--- config.mk ---
export PLATFORM = sky130hd
export DESIGN_NAME = instr_fetcher
export DESIGN_NICKNAME = d
export VERILOG_FILES = /design/src/rtl/instr_fetcher.sv
export SDC_FILE = /design/constraint.sdc
export NUM_CORES = 1
export LEC_CHECK = 0
export BUFFER_PORTS_ARGS = -buffer_cell sky130_fd_sc_hd__buf_2
export CAP_MARGIN = 30
export CORE_UTILIZATION = 40
export CTS_BUF_LIST = sky130_fd_sc_hd__clkbuf_8
export DETAILED_ROUTE_END_ITERATION = 8
export SKIP_LAST_GASP = 1
export SLEW_MARGIN = 20
export SYNTH_ARGS = -nofsm -noshare
export SYNTH_HDL_FRONTEND = slang
export SYNTH_SLANG_ARGS = --single-unit
--- constraint.sdc ---
create_clock -name clk -period 6.11 [get_ports clk]
set_clock_uncertainty 0.2 [all_clocks]
set_input_delay 1.222 -clock clk [delete_from_list [all_inputs] [get_ports clk]]
set_output_delay 1.222 -clock clk [all_outputs]
set_load 0.02 [all_outputs]
--- src/rtl/instr_fetcher.sv ---
// -----------------------------------------------------------------------------
// instr_fetcher
//
// Per-core instruction fetch stage. When the core sits in FETCH, the 16-bit
// instruction at current_pc is returned, either from a small direct-mapped
// instruction buffer (hit, 1-cycle latency) or from program memory through a
// valid/ready read handshake (miss, memory latency + 1 cycle). The resulting
// fetcher_state is consumed by core_fsm; the instruction goes to the decoder.
//
// Ports:
//   clk, reset        - system clock, synchronous active-high reset
//   core_state        - core_fsm state (FETCH=001 starts a lookup, DECODE=010
//                       releases a FETCHED instruction)
//   current_pc        - PC to fetch
//   flush             - invalidate every buffer line on the next edge
//   mem_read_valid    - program-memory read request (registered)
//   mem_read_address  - request address, meaningful while mem_read_valid=1
//   mem_read_ready    - memory data valid this cycle
//   mem_read_data     - returned instruction
//   fetcher_state     - IDLE=00, FETCHING=01, FETCHED=10
//   instruction       - fetched instruction, held until the next fetch
//   hit_count         - saturating buffer-hit counter
//   miss_count        - saturating buffer-miss counter
// -----------------------------------------------------------------------------
module instr_fetcher #(
  parameter int PROGRAM_MEM_ADDR_BITS = 8,
  parameter int PROGRAM_MEM_DATA_BITS = 16,
  parameter int CACHE_LINES           = 4
) (
  input  logic                             clk,
  input  logic                             reset,
  input  logic [2:0]                       core_state,
  input  logic [PROGRAM_MEM_ADDR_BITS-1:0] current_pc,
  input  logic                             flush,
  output logic                             mem_read_valid,
  output logic [PROGRAM_MEM_ADDR_BITS-1:0] mem_read_address,
  input  logic                             mem_read_ready,
  input  logic [PROGRAM_MEM_DATA_BITS-1:0] mem_read_data,
  output logic [1:0]                       fetcher_state,
  output logic [PROGRAM_MEM_DATA_BITS-1:0] instruction,
  output logic [15:0]                      hit_count,
  output logic [15:0]                      miss_count
);

  localparam int IDX_W = $clog2(CACHE_LINES);
  localparam int TAG_W = PROGRAM_MEM_ADDR_BITS - IDX_W;

  localparam logic [2:0] CORE_FETCH  = 3'b001;
  localparam logic [2:0] CORE_DECODE = 3'b010;

  typedef enum logic [1:0] {
    ST_IDLE     = 2'b00,
    ST_FETCHING = 2'b01,
    ST_FETCHED  = 2'b10,
    ST_UNUSED   = 2'b11
  } fetch_state_t;

  // Even parity over a stored line; a line whose parity no longer matches is
  // treated as a miss so a corrupted entry is refetched rather than executed.
  function automatic logic line_parity_f(
    input logic [TAG_W-1:0]                 tag,
    input logic [PROGRAM_MEM_DATA_BITS-1:0] data
  );
    return ^{tag, data};
  endfunction

  // ---------------------------------------------------------------------------
  // State and storage
  // ---------------------------------------------------------------------------
  fetch_state_t                     state_r;
  fetch_state_t                     next_state_s;
  logic                             mem_read_valid_r;
  logic                             next_valid_s;
  logic [PROGRAM_MEM_ADDR_BITS-1:0] mem_read_address_r;
  logic [PROGRAM_MEM_ADDR_BITS-1:0] next_address_s;
  logic [PROGRAM_MEM_DATA_BITS-1:0] instruction_r;
  logic [PROGRAM_MEM_DATA_BITS-1:0] next_instruction_s;
  logic [15:0]                      hit_count_r;
  logic [15:0]                      miss_count_r;
  logic                             hit_inc_s;
  logic                             miss_inc_s;
  logic                             fill_s;

  logic [CACHE_LINES-1:0]           line_valid_r;
  logic [TAG_W-1:0]                 line_tag_r    [CACHE_LINES];
  logic [PROGRAM_MEM_DATA_BITS-1:0] line_data_r   [CACHE_LINES];
  logic                             line_parity_r [CACHE_LINES];

  // Lookup side uses the live PC; fill side uses the latched request address
  // so a PC change during FETCHING cannot redirect the write.
  logic [IDX_W-1:0] lookup_idx_s;
  logic [TAG_W-1:0] lookup_tag_s;
  logic [IDX_W-1:0] fill_idx_s;
  logic [TAG_W-1:0] fill_tag_s;
  logic             lookup_hit_s;

  assign lookup_idx_s = current_pc[IDX_W-1:0];
  assign lookup_tag_s = current_pc[PROGRAM_MEM_ADDR_BITS-1:IDX_W];
  assign fill_idx_s   = mem_read_address_r[IDX_W-1:0];
  assign fill_tag_s   = mem_read_address_r[PROGRAM_MEM_ADDR_BITS-1:IDX_W];

  // Hit decode reads the pre-flush valid bits, so a flush coincident with a
  // lookup still lets that lookup hit.
  always_comb begin
    lookup_hit_s = 1'b0;
    if (line_valid_r[lookup_idx_s] &&
        (line_tag_r[lookup_idx_s] == lookup_tag_s) &&
        (line_parity_r[lookup_idx_s] ==
         line_parity_f(line_tag_r[lookup_idx_s], line_data_r[lookup_idx_s]))) begin
      lookup_hit_s = 1'b1;
    end else begin
      lookup_hit_s = 1'b0;
    end
  end

  // Next-state and next-output logic for the fetch FSM.
  always_comb begin
    next_state_s       = state_r;
    next_valid_s       = mem_read_valid_r;
    next_address_s     = mem_read_address_r;
    next_instruction_s = instruction_r;
    hit_inc_s          = 1'b0;
    miss_inc_s         = 1'b0;
    fill_s             = 1'b0;
    case (state_r)
      ST_IDLE: begin
        if (core_state == CORE_FETCH) begin
          if (lookup_hit_s) begin
            next_state_s       = ST_FETCHED;
            next_instruction_s = line_data_r[lookup_idx_s];
            hit_inc_s          = 1'b1;
          end else begin
            next_state_s   = ST_FETCHING;
            next_valid_s   = 1'b1;
            next_address_s = current_pc;
            miss_inc_s     = 1'b1;
          end
        end else begin
          next_state_s = ST_IDLE;
        end
      end
      ST_FETCHING: begin
        // core_state is deliberately ignored here: the request always completes.
        if (mem_read_ready) begin
          next_state_s       = ST_FETCHED;
          next_valid_s       = 1'b0;
          next_instruction_s = mem_read_data;
          fill_s             = 1'b1;
        end else begin
          next_state_s = ST_FETCHING;
        end
      end
      ST_FETCHED: begin
        if (core_state == CORE_DECODE) begin
          next_state_s = ST_IDLE;
        end else begin
          next_state_s = ST_FETCHED;
        end
      end
      default: begin
        // Unreachable encoding: recover to IDLE with no request outstanding.
        next_state_s = ST_IDLE;
        next_valid_s = 1'b0;
      end
    endcase
  end

  // FSM state, registered outputs and saturating counters.
  always_ff @(posedge clk) begin
    if (reset) begin
      state_r            <= ST_IDLE;
      mem_read_valid_r   <= 1'b0;
      mem_read_address_r <= '0;
      instruction_r      <= '0;
      hit_count_r        <= 16'h0000;
      miss_count_r       <= 16'h0000;
    end else begin
      state_r            <= next_state_s;
      mem_read_valid_r   <= next_valid_s;
      mem_read_address_r <= next_address_s;
      instruction_r      <= next_instruction_s;
      if (hit_inc_s && (hit_count_r != 16'hFFFF)) begin
        hit_count_r <= hit_count_r + 16'd1;
      end
      if (miss_inc_s && (miss_count_r != 16'hFFFF)) begin
        miss_count_r <= miss_count_r + 16'd1;
      end
    end
  end

  // Line valid bits: flush has priority over a coincident fill.
  always_ff @(posedge clk) begin
    if (reset) begin
      line_valid_r <= '0;
    end else if (flush) begin
      line_valid_r <= '0;
    end else if (fill_s) begin
      line_valid_r[fill_idx_s] <= 1'b1;
    end
  end

  // Line payload: written on every fill; a flushed fill leaves it invalid.
  always_ff @(posedge clk) begin
    if (fill_s) begin
      line_tag_r[fill_idx_s]    <= fill_tag_s;
      line_data_r[fill_idx_s]   <= mem_read_data;
      line_parity_r[fill_idx_s] <= line_parity_f(fill_tag_s, mem_read_data);
    end
  end

  assign fetcher_state    = state_r;
  assign mem_read_valid   = mem_read_valid_r;
  assign mem_read_address = mem_read_address_r;
  assign instruction      = instruction_r;
  assign hit_count        = hit_count_r;
  assign miss_count       = miss_count_r;

endmodule
==> results of run 1 <==
## area by class of cell
class,count,area [sq um],share of cell area [%]
clock buffer,22,303,3.83
clock inverter,10,184,2.33
inverter,7,26.3,0.333
multi-input combinational,314,2560,32.5
sequential,155,4020,51.0
tap,220,275,3.49
timing repair buffer,99,520,6.59
## worst paths after layout
check                                      start              to  slack [ps]  depth (start not counted)
worst max-delay path               current_pc[0]  instruction[6]        1320                         11
worst min-delay path              mem_read_valid  mem_read_valid         260                          2
worst max register to register  line_tag_r[3][0]  instruction[6]        2440                          9
worst min register to register    mem_read_valid  mem_read_valid         260                          2
## Yosys cell counts, types with 5 or more instances
master,instances
buf_2,6
or3_1,5
and3_1,7
nand3_1,7
inv_1,7
a21oi_1,27
a221oi_1,16
edfxtp_1,92
nor2_1,40
xor2_1,10
nor4_1,5
mux2i_1,25
o21ai_0,5
mux4_2,24
or4_1,18
nand2_1,24
dfxtp_1,63
clkbuf_1,17
nand3b_1,5
o31ai_1,15
xnor2_1,41
nor3_1,6
## tightest hold or removal path: stages (launching register included)
cell	delay, ps
dfxtp_1	320
nand2_1	50
a21oi_1	50
## cells by family (layout without fill, tap and decap cells)
group / Yosys count / count (layout) / synth area share (%)
AOI/OAI and AO/OA: 77 / 77 / 7.82
muxes: 49 / 49 / 11.7
xor gates and xnor gates: 55 / 55 / 7.80
adders and majority gates: 2 / 2 / 0.370
buffers and inverters: 36 / 138 / 2.67
DFF: 155 / 155 / 59.6
and+or+nand+nor: 131 / 131 / 10.1
## per-stage QoR
step                util (%)  area (sq um)  instances  hold WS (ps)  worst slack [ps]
CTS                     47.8          7900        827           263              1270
finish                  47.8          7900        827           259              1320
global route            47.8          7900        827           297              1010
global placement        44.8          7410        795           242               973
floorplan                  -          6760        505           235              1870
detailed placement      44.8          7410        795           250               804
## flip-flops by register name (all words and copies together) (netlist names)
name and flops:
instruction 16, mem_read_address 8, hit_count 16, mem_read_valid 1, line_valid_r 4, miss_count 16
fetcher_state 2, line_parity_r 4, line_tag_r 24, line_data_r 64
## routing by layer
layer,vias to the layer above,wire length (um),track usage (%)
li1,2101,-,-
met1,2229,7110,25.0
met2,105,7440,29.9
met3,14,671,3.88
met4,0,187,5.88
met5,-,0,0
## report_power, final
group | total, mW | leakage (nW) | internal, mW | switching [mW]
Sequential | 1.13 | 1.31 | 1.12 | 0.00757
Clock | 0.919 | 0.247 | 0.542 | 0.376
Combinational | 0.232 | 1.16 | 0.100 | 0.132
Total | 2.28 | 2.72 | 1.76 | 0.516
==> run metrics, run 1 <==
outcome complete, no violations; first-pass GRT wire length between 20000 and 25000 um; Seq cells post-synth between 150 and 200; CP Launch Type input port; Yosys top cell area share roughly 40%; post-route ant nets 0; commonest non-fill, non-tap cell in the layout edfxtp_1; commonest non-fill, non-tap cells in the layout edfxtp_1, buf_2, dfxtp_1; worst slew pin tran 764 ps; die width between 100 and 150 um; Vias/cell 5.38; Max IR drop VDD roughly 0.00014 V; drt initial violations 346; EDFF count, synth between 90 and 100; largest net degree at the start of global routing slightly above 60; critical path type in -> reg; critical-path maximum fanout 19; Total GRT Usage a little under a fifth; Antenna Cells 0; Worst-path clk slew 90 ps; Fmax 0.209 GHz; post-synth cell types 47; WL per Instance between 15 and 20 um; DRT Pass-1 Iters 5; Yosys top cell by area edfxtp_1; Post-synth top flop edfxtp_1; CP required 6250 ps; worst-skew pair later-pin latency between 400 and 500 ps; Worst path slowest cell mux4_2; vias about 4400; Slew Viols, Final 0; Worst setup EP type register; RSZ-0062 raised after global routing no; io pins 90; hold_buf cts 0; min-delay worst type reg -> reg; Critical Path, Cell by Cell buf_2, buf_4, mux4_2, xor2_1, xnor2_1, xnor2_1, xnor3_1, nand3_1, buf_4, nand2_1, a221oi_1; post_cts resized 0; slowest stage delay, CP roughly 530 ps; grt ovf 0; overall routed net length around 15000 um; initial antenna violation count 0; relative slew slack between 40 and 50%; endpoints failing hold 0; # port buffers 89; Synth Cell Area between 6000 and 7000 sq um; Leakage approximately 2.7 nW; detailed placement HPWL ~10000 um; TritonCTS clock tree done; layout cells sized above 1 between 20% and 30%; number of remaining DRC errors 0; area of the core 16500 sq um; die height roughly 130 um; CP top delay family buffers and inverters; Area Overhead vs Synth 16.9%; Synth async-reset ratio 0%; CTS Buf Count 17; crit share post-route approximately four fifths; Final setup viols 0; max cap viols 0; RePlAce Congestion around 0.78; Num Clock Sinks around 160; clock root cell clkbuf_8; Power Density a little under 300 nW/um^2; Initial Util 40.9%; critical path data arrival time between 4000 and 5000 ps; htree depth 4; synth top area cells edfxtp_1, dfxtp_1, mux4_2; Die ar. ~17000 sq um; Post-Syn Instances between 500 and 600; Post-CTS Repair Setup Buffers 0; Final nets about 630; standard-cell row count 47; vias in the first global route around 4500; synth warn 0; Layout fillers between 1000 and 1500; average cell area after synthesis between 10 and 15 sq um; TNS Setup 0 ps; sequential fraction of the synthesis area 59.6%; Worst Path Buf+Inv 3; clock tree buffer depth 2; Mapped Nets 538; total power 2.28 mW; fin crit period around 4800 ps
No activity file was read; power rests on OpenSTA's default activity.
==> inputs of run 2 (changes only) <==
==> constraint.sdc (replaced) <==
create_clock -name clk -period 4.55 [get_ports clk]
set_clock_uncertainty 0.2 [all_clocks]
set_input_delay 0.91 -clock clk [delete_from_list [all_inputs] [get_ports clk]]
set_output_delay 0.91 -clock clk [all_outputs]
set_load 0.02 [all_outputs]
==> run metrics, run 2 (same netlist as run 1, synthesis figures left out) <==
commonest non-fill, non-tap cell in the layout edfxtp_1; critical-path maximum fanout 23 (+4); vias in the first global route 4509 (+0.067%); first-pass GRT wire length 24600 um (-0.33%); standard-cell row count 47 (unchanged); Psw 0.719 mW (+39%); Antenna Cells 0 (unchanged); die height 132 um (unchanged); TritonCTS clock tree done; number of remaining DRC errors 0 (unchanged); reg2reg end miss_count[8]; Vias/cell 5.39 (+0.25%); fin crit period about 3800 ps; Worst-path clk slew 90 ps (about the same); Power Density 355 nW/um^2 (+23%); Final nets 637 (+1.6%); RSZ-0062 raised after global routing no; area of the core 16500 sq um (unchanged); drt initial violations 242 (-30%); relative slew slack 51.6% (+2.6 points); clock tree buffer depth 2 (unchanged); Most flops, register line_data_r; worst r2r src line_data_r[3][2]; placed cell count 805 (+1.3%); io pins 90 (unchanged); Reg power frac 54.3% (+4.8 points); Worst setup EP type register; endpoints failing hold 0 (unchanged); Largest register FFs 64 (unchanged); commonest non-fill, non-tap cells in the layout edfxtp_1, buf_2, dfxtp_1; pre-CTS setup slack 220 ps (-583 ps); worst hold start mem_read_valid; Total GRT Usage 18.7% (+0.13 points); Clock power frac 34.3% (-6.0 points); Int Pwr 2.07 mW (+17%); R2R depth 9 (unchanged); Leakage 2.69 nW (-0.93%); post-route ant nets 0 (unchanged); min-delay worst type reg -> reg; Final Instance Count excl. Fillers 837 (+1.2%); # port buffers 89 (unchanged); overall routed net length 15500 um (+0.46%); layout cells sized above 1 27.9% (+0.86 points); htree depth 4 (unchanged); Area Overhead vs Synth 16.4%; CTS Buf Count 17 (unchanged); critical path type in -> reg; crit share post-route a little over four fifths; grt ovf 0 (unchanged); CP Launch Type input port; Switching Share 25.8% (+3.1 points); worst-skew pair later-pin latency 460 ps (about the same); detailed placement HPWL 10300 um (-0.24%); clock root cell clkbuf_8; die width 132 um (unchanged); TNS Setup 0 ps (unchanged); Final setup viols 0 (unchanged); worst setup margin 708 ps (-614 ps); Max IR drop VDD 0.000188 V (+34%); max cap viols 0 (unchanged); hold_buf cts 0 (unchanged); worst slew pin tran 725 ps (-38.2 ps); largest registers line_data_r x64, line_tag_r x24; WL per Instance 18.5 um (-0.74%); Initial Util 40.9% (unchanged); WHS Path Cells 2 (unchanged); initial antenna violation count 0 (unchanged); vias 4514 (+1.5%); post_cts resized 0 (unchanged); Hold EP mem_read_valid; outcome complete, no violations; largest net degree at the start of global routing 36 (-41%); Post-CTS Repair Setup Buffers 0 (unchanged); logic gate share of total power 11.4% (+1.2 points); Fmax roughly 0.26 GHz; Die ar. 17400 sq um (unchanged); FF-to-FF setup slack 1200 ps (-1240 ps); Slew Viols, Final 0 (unchanged); CP required 4730 ps (-1520 ps); critical path data arrival time 4020 ps (-910 ps); RePlAce Congestion 0.786 (+0.89%); Num Clock Sinks 155 (unchanged); DRT Pass-1 Iters 4 (-1)
## run 2: per-layer routing
layer / part of all wire [%] / global-route usage [%] / up-vias
li1: - / - / 2124
met1: 46 / 24.7 / 2259
met2: 49 / 30.2 / 120
met3: 4.9 / 5.04 / 11
met4: 0.75 / 5.17 / 0
met5: 0 / 0 / -
## run 2: critical path, cell delays in order
cell	delay, ps
buf_2	240
buf_12	240
mux4_2	590
xnor2_2	170
xnor2_1	130
xnor2_1	300
xor3_2	450
o21ai_2	70
buf_4	220
or4_1	510
a21oi_1	170
## run 2: cell type report
class	instances	area, sq um
inverter	7	26.3
clock inverter	15	129
multi-input combinational	314	2560
timing repair buffer	109	608
clock buffer	17	234
tap	220	275
sequential	155	4020
fill	1491	8660
## run 2: worst max-delay path by stage
stage	from	cells past startpoint	to	slack [ps]
after floorplan	current_pc[0]	12	hit_count[10]	620
after global placement	current_pc[0]	11	miss_count[8]	280
after detailed placement	current_pc[0]	11	miss_count[8]	220
after CTS	current_pc[0]	11	miss_count[8]	720
after global routing	current_pc[0]	11	miss_count[14]	550
final	current_pc[0]	11	miss_count[8]	710
## run 2: power groups by stage
stage          Clock, mW  Sequential, mW  Combinational (mW)
5_1_grt             1.04            1.52               0.341
3_5_place_dp           0            1.55               0.318
3_3_place_gp           0            1.55               0.314
2_1_floorplan          0            1.55               0.219
4_1_cts            0.984            1.52               0.321
6_report           0.957            1.51               0.319
## run 2: stage by stage
stage / power (mW) / hold slack (ps) / utilization [%] / cell area (sq um)
floorplan: 1.77 / 235 / - / 6760
global placement: 1.86 / 245 / 45.4 / 7500
detailed placement: 1.87 / 252 / 45.4 / 7500
CTS: 2.82 / 268 / 47.6 / 7860
global route: 2.90 / 285 / 47.6 / 7860
finish: 2.79 / 262 / 47.6 / 7860
